[config.mk]
export PLATFORM = sky130hd
export DESIGN_NAME = mem_arbiter_flat
export DESIGN_NICKNAME = d
export VERILOG_FILES = /design/src/rtl/mem_arbiter_pkg.sv /design/src/rtl/mem_arbiter_if.sv /design/src/rtl/mem_arbiter.sv /design/src/flat_wrapper.sv
export SDC_FILE = /design/constraint.sdc
export NUM_CORES = 1
export LEC_CHECK = 0
export ABC_AREA = 1
export BUFFER_PORTS_ARGS = -buffer_cell sky130_fd_sc_hd__buf_2
export CAP_MARGIN = 20
export CELL_PAD_IN_SITES_DETAIL_PLACEMENT = 0
export CELL_PAD_IN_SITES_GLOBAL_PLACEMENT = 1
export CORE_ASPECT_RATIO = 0.6
export CORE_MARGIN = 8
export CORE_UTILIZATION = 28
export DETAILED_ROUTE_END_ITERATION = 10
export PLACE_DENSITY = 0.94
export SYNTH_ARGS = -nofsm -noshare
export SYNTH_HDL_FRONTEND = slang
export SYNTH_SLANG_ARGS = --single-unit
[constraint.sdc]
create_clock -name clk -period 6.8 [get_ports clk]
set_input_delay 1.7 -clock clk [delete_from_list [all_inputs] [get_ports clk]]
set_output_delay 1.7 -clock clk [all_outputs]
set_load 0.03 [all_outputs]
[src/rtl/mem_arbiter_pkg.sv]
// Shared definitions for the instruction/data memory-port arbiter.
package mem_arbiter_pkg;

  typedef enum logic [1:0] {
    IDLE    = 2'd0,
    I_BURST = 2'd1,
    D_ACC   = 2'd2
  } arb_state_t;

  localparam int unsigned LINE_WORDS_DEF = 4;
  localparam int unsigned AW_DEF         = 32;

endpackage : mem_arbiter_pkg

[src/rtl/mem_arbiter_if.sv]
// Bundle of instruction-refill, data-access and shared memory-port signals.
interface mem_arbiter_if
  import mem_arbiter_pkg::*;
#(
  parameter int unsigned LINE_WORDS = LINE_WORDS_DEF,
  parameter int unsigned AW         = AW_DEF
);

  localparam int unsigned BW = $clog2(LINE_WORDS);

  logic          i_req;
  logic [AW-1:0] i_addr;
  logic          i_rvalid;
  logic [BW-1:0] i_beat;
  logic [AW-1:0] i_rdata;
  logic          i_done;

  logic          d_req;
  logic          d_we;
  logic [AW-1:0] d_addr;
  logic [AW-1:0] d_wdata;
  logic [AW-1:0] d_rdata;
  logic          d_done;
  logic          d_stall;

  logic          mem_req;
  logic          mem_we;
  logic [AW-1:0] mem_addr;
  logic [AW-1:0] mem_wdata;
  logic          mem_ack;
  logic [AW-1:0] mem_rdata;

  // Arbiter side
  modport master (
    input  i_req, i_addr, d_req, d_we, d_addr, d_wdata, mem_ack, mem_rdata,
    output i_rvalid, i_beat, i_rdata, i_done, d_rdata, d_done, d_stall,
    output mem_req, mem_we, mem_addr, mem_wdata
  );

  // Requesters and memory side
  modport slave (
    output i_req, i_addr, d_req, d_we, d_addr, d_wdata, mem_ack, mem_rdata,
    input  i_rvalid, i_beat, i_rdata, i_done, d_rdata, d_done, d_stall,
    input  mem_req, mem_we, mem_addr, mem_wdata
  );

endinterface : mem_arbiter_if

[src/rtl/mem_arbiter.sv]
// Arbitrates one memory port between instruction-line refills and data accesses.
module mem_arbiter
  import mem_arbiter_pkg::*;
#(
  parameter int unsigned LINE_WORDS = LINE_WORDS_DEF,
  parameter int unsigned AW         = AW_DEF
) (
  input  logic          clk,
  input  logic          rstn,
  mem_arbiter_if.master bus
);

  localparam int unsigned BW = $clog2(LINE_WORDS);
  localparam logic [BW-1:0] LAST_BEAT = BW'(LINE_WORDS - 1);

  arb_state_t    state, state_nxt;
  logic [BW-1:0] beat;
  logic [AW-1:0] i_base;
  logic          pri_i;
  logic          grant_i;
  logic          beat_ack;
  logic          last_beat;
  logic          flush_ack;

  assign grant_i   = (state == IDLE) && bus.i_req && (pri_i || !bus.d_req);
  assign beat_ack  = (state == I_BURST) && bus.mem_ack;
  assign last_beat = (beat == LAST_BEAT);
  assign flush_ack = beat_ack && !bus.i_req;

  always_ff @(posedge clk or negedge rstn) begin
    if (!rstn) begin
      state <= IDLE;
    end else begin
      state <= state_nxt;
    end
  end

  always_comb begin
    state_nxt = state;
    unique case (state)
      IDLE: begin
        if (grant_i) begin
          state_nxt = I_BURST;
        end else if (bus.d_req) begin
          state_nxt = D_ACC;
        end
      end
      I_BURST: begin
        if (bus.mem_ack && (!bus.i_req || last_beat)) begin
          state_nxt = IDLE;
        end
      end
      D_ACC: begin
        if (bus.mem_ack) begin
          state_nxt = IDLE;
        end
      end
      default: state_nxt = IDLE;
    endcase
  end

  always_comb begin
    bus.mem_req   = 1'b0;
    bus.mem_we    = 1'b0;
    bus.mem_addr  = '0;
    bus.mem_wdata = '0;
    bus.i_rvalid  = 1'b0;
    bus.i_done    = 1'b0;
    bus.d_done    = 1'b0;
    unique case (state)
      I_BURST: begin
        bus.mem_req  = 1'b1;
        bus.mem_addr = i_base + (AW'(beat) << 2);
        bus.i_rvalid = beat_ack && bus.i_req;
        bus.i_done   = beat_ack && bus.i_req && last_beat;
      end
      D_ACC: begin
        bus.mem_req   = 1'b1;
        bus.mem_we    = bus.d_we;
        bus.mem_addr  = bus.d_addr;
        bus.mem_wdata = bus.d_wdata;
        bus.d_done    = bus.mem_ack;
      end
      default: ;
    endcase
  end

  assign bus.i_beat  = beat;
  assign bus.i_rdata = bus.mem_rdata;
  assign bus.d_rdata = bus.mem_rdata;
  assign bus.d_stall = bus.d_req && !bus.d_done;

  // Line base is captured at grant so the address stays put even if the
  // requester flushes and changes i_addr before the pending beat is acked.
  always_ff @(posedge clk or negedge rstn) begin
    if (!rstn) begin
      i_base <= '0;
    end else if (grant_i) begin
      i_base <= bus.i_addr;
    end
  end

  always_ff @(posedge clk or negedge rstn) begin
    if (!rstn) begin
      beat <= '0;
    end else if (beat_ack) begin
      beat <= (last_beat || !bus.i_req) ? '0 : beat + 1'b1;
    end
  end

  always_ff @(posedge clk or negedge rstn) begin
    if (!rstn) begin
      pri_i <= 1'b0;
    end else if (bus.d_done) begin
      pri_i <= 1'b1;
    end else if (bus.i_done || flush_ack) begin
      pri_i <= 1'b0;
    end
  end

endmodule : mem_arbiter

[src/flat_wrapper.sv]
// flat-port wrapper written by rule: the top's interface ports become plain ports
module mem_arbiter_flat import mem_arbiter_pkg::*;
#(
  parameter int unsigned LINE_WORDS = LINE_WORDS_DEF,
  parameter int unsigned AW         = AW_DEF
)
  (clk, rstn, bus_i_req, bus_i_addr, bus_d_req, bus_d_we, bus_d_addr, bus_d_wdata, bus_mem_ack, bus_mem_rdata, bus_i_rvalid, bus_i_beat, bus_i_rdata, bus_i_done, bus_d_rdata, bus_d_done, bus_d_stall, bus_mem_req, bus_mem_we, bus_mem_addr, bus_mem_wdata);
  mem_arbiter_if #(.LINE_WORDS(LINE_WORDS), .AW(AW)) bus_i ();
  input  logic clk;
  input  logic rstn;
  input wire logic [$bits(bus_i.i_req)-1:0] bus_i_req;
  input wire logic [$bits(bus_i.i_addr)-1:0] bus_i_addr;
  input wire logic [$bits(bus_i.d_req)-1:0] bus_d_req;
  input wire logic [$bits(bus_i.d_we)-1:0] bus_d_we;
  input wire logic [$bits(bus_i.d_addr)-1:0] bus_d_addr;
  input wire logic [$bits(bus_i.d_wdata)-1:0] bus_d_wdata;
  input wire logic [$bits(bus_i.mem_ack)-1:0] bus_mem_ack;
  input wire logic [$bits(bus_i.mem_rdata)-1:0] bus_mem_rdata;
  output wire logic [$bits(bus_i.i_rvalid)-1:0] bus_i_rvalid;
  output wire logic [$bits(bus_i.i_beat)-1:0] bus_i_beat;
  output wire logic [$bits(bus_i.i_rdata)-1:0] bus_i_rdata;
  output wire logic [$bits(bus_i.i_done)-1:0] bus_i_done;
  output wire logic [$bits(bus_i.d_rdata)-1:0] bus_d_rdata;
  output wire logic [$bits(bus_i.d_done)-1:0] bus_d_done;
  output wire logic [$bits(bus_i.d_stall)-1:0] bus_d_stall;
  output wire logic [$bits(bus_i.mem_req)-1:0] bus_mem_req;
  output wire logic [$bits(bus_i.mem_we)-1:0] bus_mem_we;
  output wire logic [$bits(bus_i.mem_addr)-1:0] bus_mem_addr;
  output wire logic [$bits(bus_i.mem_wdata)-1:0] bus_mem_wdata;
  assign bus_i.i_req = bus_i_req;
  assign bus_i.i_addr = bus_i_addr;
  assign bus_i.d_req = bus_d_req;
  assign bus_i.d_we = bus_d_we;
  assign bus_i.d_addr = bus_d_addr;
  assign bus_i.d_wdata = bus_d_wdata;
  assign bus_i.mem_ack = bus_mem_ack;
  assign bus_i.mem_rdata = bus_mem_rdata;
  assign bus_i_rvalid = bus_i.i_rvalid;
  assign bus_i_beat = bus_i.i_beat;
  assign bus_i_rdata = bus_i.i_rdata;
  assign bus_i_done = bus_i.i_done;
  assign bus_d_rdata = bus_i.d_rdata;
  assign bus_d_done = bus_i.d_done;
  assign bus_d_stall = bus_i.d_stall;
  assign bus_mem_req = bus_i.mem_req;
  assign bus_mem_we = bus_i.mem_we;
  assign bus_mem_addr = bus_i.mem_addr;
  assign bus_mem_wdata = bus_i.mem_wdata;
  mem_arbiter #(.LINE_WORDS(LINE_WORDS), .AW(AW)) u_core (.clk(clk), .rstn(rstn), .bus(bus_i));
endmodule
==> impl_results.html <==
<table>
<tr><th>Metric</th><th>Value</th></tr>
<tr><th colspan="2">Floorplan</th></tr>
<tr><td>Placeable Area</td><td>12,690 um^2</td></tr>
<tr><td>Initial Util</td><td>0.2836</td></tr>
<tr><td>Number of standard-cell rows in the floorplan</td><td>32</td></tr>
<tr><td>Die area</td><td>16,860 um^2</td></tr>
<tr><td>Die outline height</td><td>103.8 um</td></tr>
<tr><td>Boundary pin count</td><td>270</td></tr>
<tr><td>Width of the chip</td><td>162.4 um</td></tr>
<tr><th colspan="2">Placement</th></tr>
<tr><td>Post-DP HPWL</td><td>11.14 mm</td></tr>
<tr><td>Count of buffers inserted at the top-level ports</td><td>173</td></tr>
<tr><td>Placed cell count</td><td>~860</td></tr>
<tr><td>Area post-placement</td><td>4121 um^2</td></tr>
<tr><td>Gp weighted congestion</td><td>approximately 0.93</td></tr>
<tr><th colspan="2">Finish</th></tr>
<tr><td>Filler instances</td><td>around 1,500</td></tr>
<tr><td>Area growth, synth to finish</td><td>19.33%</td></tr>
<tr><td>Layout net count</td><td>~840</td></tr>
<tr><td>Most frequent standard cell in the layout excluding fill and tap cells</td><td>sky130_fd_sc_hd__nand2_1</td></tr>
<tr><td>Share of cells above drive strength 1</td><td>0.3085</td></tr>
<tr><td>Antenna diode count</td><td>0</td></tr>
<tr><td>Number of standard cells in the final layout excluding fillers</td><td>867</td></tr>
<tr><td>Final Cell Area</td><td>4295 um^2</td></tr>
<tr><td>Commonest cells after routing, fill and taps aside</td><td>sky130_fd_sc_hd__nand2_1, sky130_fd_sc_hd__buf_2, sky130_fd_sc_hd__inv_1, sky130_fd_sc_hd__a21oi_1, sky130_fd_sc_hd__nand3_1</td></tr>
<tr><th colspan="2">GRT</th></tr>
<tr><td>Number of global-route vias before repair</td><td>approximately 3,600</td></tr>
<tr><td>Remaining global-route overflow</td><td>0</td></tr>
<tr><td>Maximum number of pins on one net before global-route repair</td><td>68</td></tr>
<tr><td>All-Layer GR Usage</td><td>0.1565</td></tr>
<tr><td>Initial antenna violation count</td><td>1</td></tr>
<tr><td>Global-route wire length before repair</td><td>20.66 mm</td></tr>
<tr><th colspan="2">Min path</th></tr>
<tr><td>End point of the most critical hold path</td><td>u_core.i_base[1]</td></tr>
<tr><td>Hold Path Cell Cnt</td><td>2</td></tr>
<tr><td>Startpoint of the worst hold path</td><td>u_core.i_base[1]</td></tr>
<tr><td>Class of the tightest hold or removal check</td><td>flip-flop to flip-flop</td></tr>
<tr><th colspan="2">STA</th></tr>
<tr><td>Post-route worst hold slack</td><td>0.4820 ns</td></tr>
<tr><td>Tightest slew margin relative to the limit</td><td>0.3391</td></tr>
<tr><td>Peak Freq</td><td>0.2347 GHz</td></tr>
<tr><td>Number of max-slew violations in the final report</td><td>0</td></tr>
<tr><td>Setup repair after global routing missed its margin</td><td>false</td></tr>
<tr><td>Final setup skew</td><td>around 0.0049 ns</td></tr>
<tr><td>Measured slew at the worst slew-check pin</td><td>0.9885 ns</td></tr>
<tr><td>Final hold viol count</td><td>0</td></tr>
<tr><td>Final critical-path share of the clock period</td><td>0.6265</td></tr>
<tr><td>Setup tns final</td><td>0 ns</td></tr>
<tr><td>Count of final setup violators</td><td>0</td></tr>
<tr><td>Shortest clock period the worst path allows after layout</td><td>roughly 4.3 ns</td></tr>
<tr><th colspan="2">Clock network</th></tr>
<tr><td>Number of buffers created by CTS</td><td>5</td></tr>
<tr><td>Count of cells resized by post-cts repair</td><td>0</td></tr>
<tr><td>Number of clock sinks seen by CTS</td><td>37</td></tr>
<tr><td>Clock transition at the registers of the reported paths</td><td>0.06 ns</td></tr>
<tr><td>Hold_buf cts</td><td>0</td></tr>
<tr><td>Count of H-tree levels built during CTS</td><td>2</td></tr>
<tr><td>Clk Latency, worst-skew pair</td><td>0.29 ns</td></tr>
<tr><td>CTS root buf</td><td>sky130_fd_sc_hd__clkbuf_16</td></tr>
<tr><td>Max Buffers Root-to-Sink</td><td>2</td></tr>
<tr><td>Clock tree from TritonCTS</td><td>yes</td></tr>
<tr><td>Post-CTS setup repair buffer count</td><td>0</td></tr>
<tr><th colspan="2">Worst setup path</th></tr>
<tr><td>Terminus of the critical flop-to-flop path</td><td>u_core.i_base[22]</td></tr>
<tr><td>Timing startpoint of the critical path</td><td>u_core.bus.i_beat[0]</td></tr>
<tr><td>Data required, critical path</td><td>5.10 ns</td></tr>
<tr><td>Critical path capture point type</td><td>output pin</td></tr>
<tr><td>Count of cells along the worst register-to-register path</td><td>4</td></tr>
<tr><td>Worst endpoint data arrival time</td><td>~2.6 ns</td></tr>
<tr><td>R2R setup slack</td><td>4.58 ns</td></tr>
<tr><td>Category of the most critical setup path</td><td>flip-flop to output pin</td></tr>
<tr><td>CP max FO</td><td>5</td></tr>
<tr><td>R2r startpoint</td><td>u_core.pri_i</td></tr>
<tr><td>Critical path startpoint category</td><td>flip-flop</td></tr>
<tr><th colspan="2">Detailed routing</th></tr>
<tr><td>Number of vias per cell after detailed routing</td><td>4.469</td></tr>
<tr><td>Average wire per cell in the routed design</td><td>15.66 um</td></tr>
<tr><td>Number of remaining DRC errors</td><td>0</td></tr>
<tr><td>Total via count after detailed routing</td><td>about 3,900</td></tr>
<tr><td>DR iter-0 viols</td><td>~360</td></tr>
<tr><td>Antenna-violating nets left</td><td>0</td></tr>
<tr><td>Detailed Routing Iterations Pass 1</td><td>4</td></tr>
<tr><td>Total Wirelength</td><td>approximately 14 mm</td></tr>
<tr><th colspan="2">Power and ir drop</th></tr>
<tr><td>VDD IR-drop max</td><td>0.0001613 V</td></tr>
<tr><td>Total leakage power</td><td>2.440 nW</td></tr>
<tr><td>Power density over cell area</td><td>414.6 nW/um^2</td></tr>
<tr><th colspan="2">Synth</th></tr>
<tr><td>Number of warnings reported in the yosys synthesis log</td><td>0</td></tr>
<tr><td>Post-synthesis sequential area ratio</td><td>0.2572</td></tr>
<tr><td>Largest family of logic cells by synthesized area</td><td>simple AND/OR/NAND/NOR gates</td></tr>
<tr><td>Area leader, netlist</td><td>sky130_fd_sc_hd__dfrtp_1</td></tr>
<tr><td>Post-Synth Adder-Cell Area</td><td>0.02642</td></tr>
<tr><td>Number of flip-flops and latches in the synthesized netlist</td><td>37</td></tr>
<tr><td>Post-synthesis compound-gate area fraction</td><td>0.09871</td></tr>
<tr><td>Basic-gate share of the synthesized area counting and, or, nand and nor cells</td><td>0.3872</td></tr>
<tr><td>Area share of the leading cell type in the synthesized netlist</td><td>0.2572</td></tr>
<tr><td>Nets in the synthesized netlist</td><td>738</td></tr>
<tr><td>Mean instance size in the synthesized netlist</td><td>6.030 um^2</td></tr>
<tr><td>Cell types with the largest area share after synthesis</td><td>sky130_fd_sc_hd__dfrtp_1, sky130_fd_sc_hd__nand2_1, sky130_fd_sc_hd__buf_4</td></tr>
<tr><td>Multiplexer fraction of the synthesized cell area</td><td>0</td></tr>
<tr><td>Post-Synthesis Cells</td><td>~600</td></tr>
<tr><td>Cell area after synthesis</td><td>~3600 um^2</td></tr>
<tr><td>Xor and xnor fraction of the mapped netlist area</td><td>0</td></tr>
<tr><td>Number of distinct library cell variants in the gate-level netlist after synthesis</td><td>25</td></tr>
<tr><th colspan="2">Job</th></tr>
<tr><td>Max-capacitance violation count</td><td>0</td></tr>
<tr><th colspan="2">Outcome</th></tr>
<tr><td>Status</td><td>complete, no violations</td></tr>
</table>
[logic make-up (layout without fill, tap and decap cells)]
family,Yosys count,after routing
fa+ha+maj,7,7
buf+inv,152,252
simple gates,334,334
compound gates,67,67
flops,37,37
[power by group]
part | internal, mW | switching (mW) | total (mW)
clock | 0.136 | 0.0997 | 0.236
sequential | 0.325 | 0.150 | 0.475
combinational | 0.317 | 0.753 | 1.07
[worst max path at each step]
stage,depth (start not counted),endpoint
after CTS,9,bus_mem_addr[14]
after floorplan,2,bus_i_done
after detailed placement,4,bus_i_done
final,10,bus_mem_addr[14]
after global routing,10,bus_mem_addr[14]
after global placement,4,bus_i_done
[sequential cells by signal, indices dropped and copies added, names as in the netlist]
| name | flops |
|---|---|
| u_core.bus.i_beat | 2 |
| u_core.pri_i | 1 |
| u_core.state | 2 |
| u_core.i_base | 32 |
[critical path, cell delays in order, from the launching register on]
cell,delay [ns]
sky130_fd_sc_hd__dfrtp_1,0.42
sky130_fd_sc_hd__ha_1,0.25
sky130_fd_sc_hd__fa_1,0.44
sky130_fd_sc_hd__nand2_1,0.13
sky130_fd_sc_hd__nor2_2,0.06
sky130_fd_sc_hd__nand2_2,0.13
sky130_fd_sc_hd__nor2_4,0.05
sky130_fd_sc_hd__a21oi_1,0.10
sky130_fd_sc_hd__o21ai_0,0.21
sky130_fd_sc_hd__a21oi_1,0.25
sky130_fd_sc_hd__buf_2,0.24
[through the flow]
| step | util | total power [mW] | setup WS, ns |
|---|---|---|---|
| after detailed placement | 0.3247 | 1.524 | 2.715 |
| after global placement | 0.3247 | 1.514 | 2.744 |
| after floorplan | - | 1.256 | 2.565 |
| final | 0.3384 | 1.781 | 2.540 |
| after CTS | 0.3363 | 1.768 | 2.487 |
| after global routing | 0.3384 | 1.938 | 2.343 |
[cell usage after synthesis, drive strengths merged]
| cell type | n |
|---|---|
| nand2 | 238 |
| and2 | 1 |
| o21ai | 22 |
| nand3 | 39 |
| inv | 68 |
| o21bai | 5 |
| ha | 6 |
| a21oi | 39 |
| o211ai | 1 |
| fa | 1 |
| dfrtp | 37 |
| nor2 | 51 |
| nor3b | 1 |
| buf | 73 |
| clkbuf | 11 |
| or2 | 4 |
[routing by layer]
metal	routed length, um	global-route usage
met2	5295	0.2210
met5	10	0
met1	6353	0.2130
met4	215	0.03421
met3	1700	0.07036
[final cells by class]
| class | count | area, um^2 | share of cell area |
|---|---|---|---|
| Timing Repair Buffer | 176 | 908.4 | 0.2115 |
| Tap cell | 170 | 212.7 | 0.04952 |
| Sequential cell | 37 | 925.9 | 0.2156 |
| Clock inverter | 3 | 21.27 | 0.004952 |
| Multi-Input combinational cell | 408 | 1847 | 0.4299 |
| Clock buffer | 5 | 125.1 | 0.02913 |
| Inverter | 68 | 255.2 | 0.05942 |
Note: power is estimated with default switching activity, not from simulation.
